File: src/rtl/shift_deser.sv
// rtl/shift_deser.sv - serial-to-parallel receiver with one-entry valid/ready output buffer
//
// Ports:
//   clk        rising-edge clock
//   rst        asynchronous active-low reset
//   en         receive enable; when low, sin_vld/frame are ignored
//   sin        serial data bit
//   sin_vld    sin is sampled on this edge
//   frame      current accepted bit is bit 0 of a new word
//   msb_first  1: first bit lands in out[WIDTH-1]; 0: first bit lands in out[0]
//   out        completed word
//   out_vld    out holds an unconsumed word
//   out_rdy    consumer accepts out when out_vld && out_rdy
//   busy       a partial word is in progress
//   ovf        sticky: a completed word was dropped under back-pressure
//   ovf_clr    synchronous clear of ovf
module shift_deser #(
  parameter int WIDTH = 4
) (
  input  logic             clk,
  input  logic             rst,
  input  logic             en,
  input  logic             sin,
  input  logic             sin_vld,
  input  logic             frame,
  input  logic             msb_first,
  output logic [WIDTH-1:0] out,
  output logic             out_vld,
  input  logic             out_rdy,
  output logic             busy,
  output logic             ovf,
  input  logic             ovf_clr
);

  localparam int CW = $clog2(WIDTH + 1);
  localparam logic [CW-1:0] LAST = CW'(WIDTH - 1);

  typedef enum logic {IDLE, RECV} state_t;

  logic [WIDTH-1:0] sreg, sreg_n;
  logic [CW-1:0]    cnt, cnt_n;
  logic             ord, ord_n;
  logic [WIDTH-1:0] out_n;
  logic             out_vld_n;
  logic             ovf_n;
  state_t           state;

  logic             acc;
  logic             start;
  logic             done;
  logic             drop;
  logic             ord_eff;
  logic [WIDTH-1:0] shifted;

  // State is a pure decode of the bit counter; cnt is the only stored FSM state.
  assign state = (cnt == '0) ? IDLE : RECV;
  assign busy  = (state == RECV);

  assign acc   = en && sin_vld;
  // A framed bit, or any bit while idle, opens a new word and discards a partial one.
  assign start = acc && (frame || (state == IDLE));
  assign done  = acc && !start && (cnt == LAST);
  assign drop  = done && out_vld && !out_rdy;

  // The order is latched at word start so mid-word msb_first changes are ignored.
  assign ord_eff = start ? msb_first : ord;
  assign shifted = ord_eff ? {sreg[WIDTH-2:0], sin} : {sin, sreg[WIDTH-1:1]};

  always_comb begin
    sreg_n    = sreg;
    cnt_n     = cnt;
    ord_n     = ord;
    out_n     = out;
    out_vld_n = out_vld;
    ovf_n     = ovf;

    if (acc) begin
      sreg_n = shifted;
      if (start) begin
        ord_n = msb_first;
        cnt_n = CW'(1);
      end else if (done) begin
        cnt_n = '0;
      end else begin
        cnt_n = cnt + CW'(1);
      end
    end

    // A completed word may replace a word being consumed on the same edge.
    if (done) begin
      if (!out_vld || out_rdy) begin
        out_n     = shifted;
        out_vld_n = 1'b1;
      end
    end else if (out_vld && out_rdy) begin
      out_vld_n = 1'b0;
    end

    if (drop) begin
      ovf_n = 1'b1;
    end else if (ovf_clr) begin
      ovf_n = 1'b0;
    end
  end

  always_ff @(posedge clk or negedge rst) begin
    if (!rst) begin
      sreg    <= '0;
      cnt     <= '0;
      ord     <= 1'b1;
      out     <= '0;
      out_vld <= 1'b0;
      ovf     <= 1'b0;
    end else begin
      sreg    <= sreg_n;
      cnt     <= cnt_n;
      ord     <= ord_n;
      out     <= out_n;
      out_vld <= out_vld_n;
      ovf     <= ovf_n;
    end
  end

endmodule

File: config.mk
export PLATFORM = sky130hd
export DESIGN_NAME = shift_deser
export DESIGN_NICKNAME = d
export VERILOG_FILES = /design/src/rtl/shift_deser.sv
export SDC_FILE = /design/constraint.sdc
export NUM_CORES = 1
export LEC_CHECK = 0
export ABC_AREA = 1
export BUFFER_PORTS_ARGS = -buffer_cell sky130_fd_sc_hd__buf_2
export CORE_MARGIN = 10
export CORE_UTILIZATION = 35
export DETAILED_ROUTE_END_ITERATION = 8
export HOLD_SLACK_MARGIN = 0.1
export PLACE_DENSITY_LB_ADDON = 0.3
export SKIP_LAST_GASP = 1
export SYNTH_ARGS = -nofsm -noshare
export SYNTH_HDL_FRONTEND = slang
export SYNTH_SLANG_ARGS = --single-unit
File: constraint.sdc
create_clock -name clk -period 1.6 [get_ports clk]
set_input_delay 0 -clock clk [delete_from_list [all_inputs] [get_ports clk]]
set_output_delay 0 -clock clk [all_outputs]
set_load 0.03 [all_outputs]
==> metrics.txt <==
status finished, final reports clean; Clock Tree Root clkbuf_4; Synth Register Bits 14; Sink Count 14; clock slew at the register clock pins of the worst setup and hold paths about 0.090 ns; WS Path Type register to register; vias in the first global route between 600 and 700; Power Density around 1300 nW/µm²; Slew headroom 79.2%; Syn. warnings 0; Fin. Hold Viols 0; Ports 16; htree depth 1; HPWL after DPL around 1200 µm; WP data arrival roughly 1.6 ns; final setup TNS 0 ns; total wire length ~1600 µm; Remaining DRCs 0; post-synth cell types 18; Leakage 0.529 nW; Layout area overhead 26.1%; CTS Buf Count 3; CP endpoint kind register; Seq/Total Area, Yosys 44.4%; worst-skew pair later-pin latency 0.28 ns; max_cap viols 0; Core ar. 2190 µm²; Antenna Cells 0; Mapped Cells 89; top cell type by total area after synthesis dfrtp_1; Synth Net Count 100; CTS tree built; required time worst endpoint around 1.8 ns; largest net degree at the start of global routing 15; die footprint between 4000 and 5000 µm²; Initial Utilization 36.2%; CP startpoint kind register; Period minus WS final roughly 1.4 ns; Final Cycle Share between 80% and 90%; fill count 211; Fin Clk Skew 0.00876 ns; post-route ant nets 0; Post-synth top flop dfrtp_1; DRT iter0 DRCs 27; top-area cell type share of the netlist area between 40% and 50%; final setup vio count 0; hold slack around 0.13 ns; worst min path class input pin to async pin; initial antenna violation count 0; Max Slew Vio Count 0; PortBufs 15; Avg Cell Area, Syn about 8.9 µm²; worst slew pin tran 0.311 ns; wire per inst between 10 and 15 µm; Reg2Reg Depth 8; GP Congestion roughly 0.83; gr usage total under 10%; worst vdd ir slightly below 0.0006 V; clock tree buffer depth 2; DR vias approximately 650; post-CTS resize count 0; layout cells sized above 1 a little under 30%; hold buffers post-CTS 8; Worst Path Max Fanout 5; top area cells in the synthesized netlist dfrtp_1 41%, nand3_1 11%, nand2_1 9.5%, inv_1 6.6%, nand2_4 5.7%; Mapped Area just under 800 µm²; Final Util a little under half; vias per inst around 4.5; ys async rst share 100%; Remaining Overflow, GRT 0; drt pass-1 iters 4; Rows 17; Max Fclk between 700 and 800 MHz; Die Width roughly 68 µm; RSZ-0062 raised after global routing false; Nets roughly 130; first-pass GRT wire length roughly 2800 µm; Die Y about 68 µm; Setup Fix Bufs, Post-CTS 0; EDFF count, synth 0
synth_stat cells, types with 2 or more instances:
master,instances
nand3_4,2
inv_2,3
nand2_4,4
o22ai_1,2
nand2_1,20
a21oi_1,3
nand3_1,17
ha_1,2
nor2_1,2
inv_1,14
dfrtp_1,13
state kept, by name, summed over array words and instances (netlist names):
signal and count:
out 4, cnt 3, sreg 4, ovf 1, ord 1, out_vld 1
through the flow:
stage | power, mW | cell area, µm² | std cells | setup WS, ns
3_3_place_gp | 1.01 | 882 | 131 | 0.264
6_report | 1.28 | 998 | 143 | 0.186
4_1_cts | 1.29 | 998 | 143 | 0.185
2_1_floorplan | 0.889 | 792 | 89 | 0.252
5_1_grt | 1.37 | 998 | 143 | 0.103
3_5_place_dp | 1.01 | 882 | 131 | 0.206
cell usage in the layout, fill, tap and decap left out:
| cell type | Yosys | layout |
|---|---|---|
| nand2_1 | 20 | 20 |
| nand3_1 | 17 | 17 |
| buf_2 | 0 | 15 |
| inv_1 | 14 | 14 |
| dfrtp_1 | 13 | 13 |
| dlygate4sd3_1 | 0 | 8 |
| nand2_4 | 4 | 4 |
| inv_2 | 3 | 3 |
| a21oi_1 | 3 | 3 |
| clkbuf_4 | 0 | 3 |
| nand3_4 | 2 | 2 |
| nor2_1 | 2 | 2 |
| o22ai_1 | 2 | 2 |
| ha_1 | 2 | 2 |
| nand2_8 | 1 | 1 |
| nand2_2 | 1 | 1 |
| inv_4 | 1 | 1 |
| nand4_2 | 1 | 1 |
| nor2_4 | 1 | 1 |
| clkbuf_8 | 0 | 1 |
| dfstp_2 | 1 | 1 |
layout make-up:
type / count / area (µm²) / area share (%)
sequential: 14 / 352 / 35.2
multi-input combinational: 56 / 350 / 35.1
timing repair buffer: 23 / 155 / 15.5
inverter: 18 / 70.1 / 7.02
clock buffer: 4 / 36.3 / 3.63
tap: 28 / 35.0 / 3.51
worst max-delay path: stages (launching register included):
cell,delay [ns]
dfrtp_1,0.37
inv_1,0.07
ha_1,0.23
nand2_4,0.12
nand4_2,0.16
nor2_4,0.18
inv_2,0.07
nand2_1,0.06
nand2_1,0.05
metal layers:
metal	global-route usage, %	vias to the layer above	part of all wire, %
met3	1.98	6	4.3
met5	0	-	0
li1	-	330	-
met4	6.15	0	2.9
met1	9.96	295	48
met2	11.2	18	45
power by group:
group | switching (mW) | total [mW] | internal (mW)
clock network | 0.121 | 0.260 | 0.138
logic | 0.335 | 0.508 | 0.173
registers | 0.0527 | 0.508 | 0.455
total | 0.509 | 1.28 | 0.766
worst paths after layout:
| kind | start | endpoint | slack, ns |
|---|---|---|---|
| max | cnt[0] | out[0] | 0.19 |
| min | rst | cnt[1] | 0.13 |
| max reg2reg | cnt[0] | out[0] | 0.19 |
| min reg2reg | out[0] | out[0] | 0.48 |
| max in group asynchronous | rst | ord | 1.17 |
| min in group clk | en | cnt[2] | 0.13 |
kinds of logic after synthesis:
| kind of cell | synth area share (%) |
|---|---|
| AOI/OAI and AO/OA | 3.47 |
| adders and majority gates | 3.16 |
| buffers and inverters | 11.4 |
| DFF | 44.4 |
| and+or+nand+nor | 37.6 |
No activity file was read; power rests on OpenSTA's default activity.
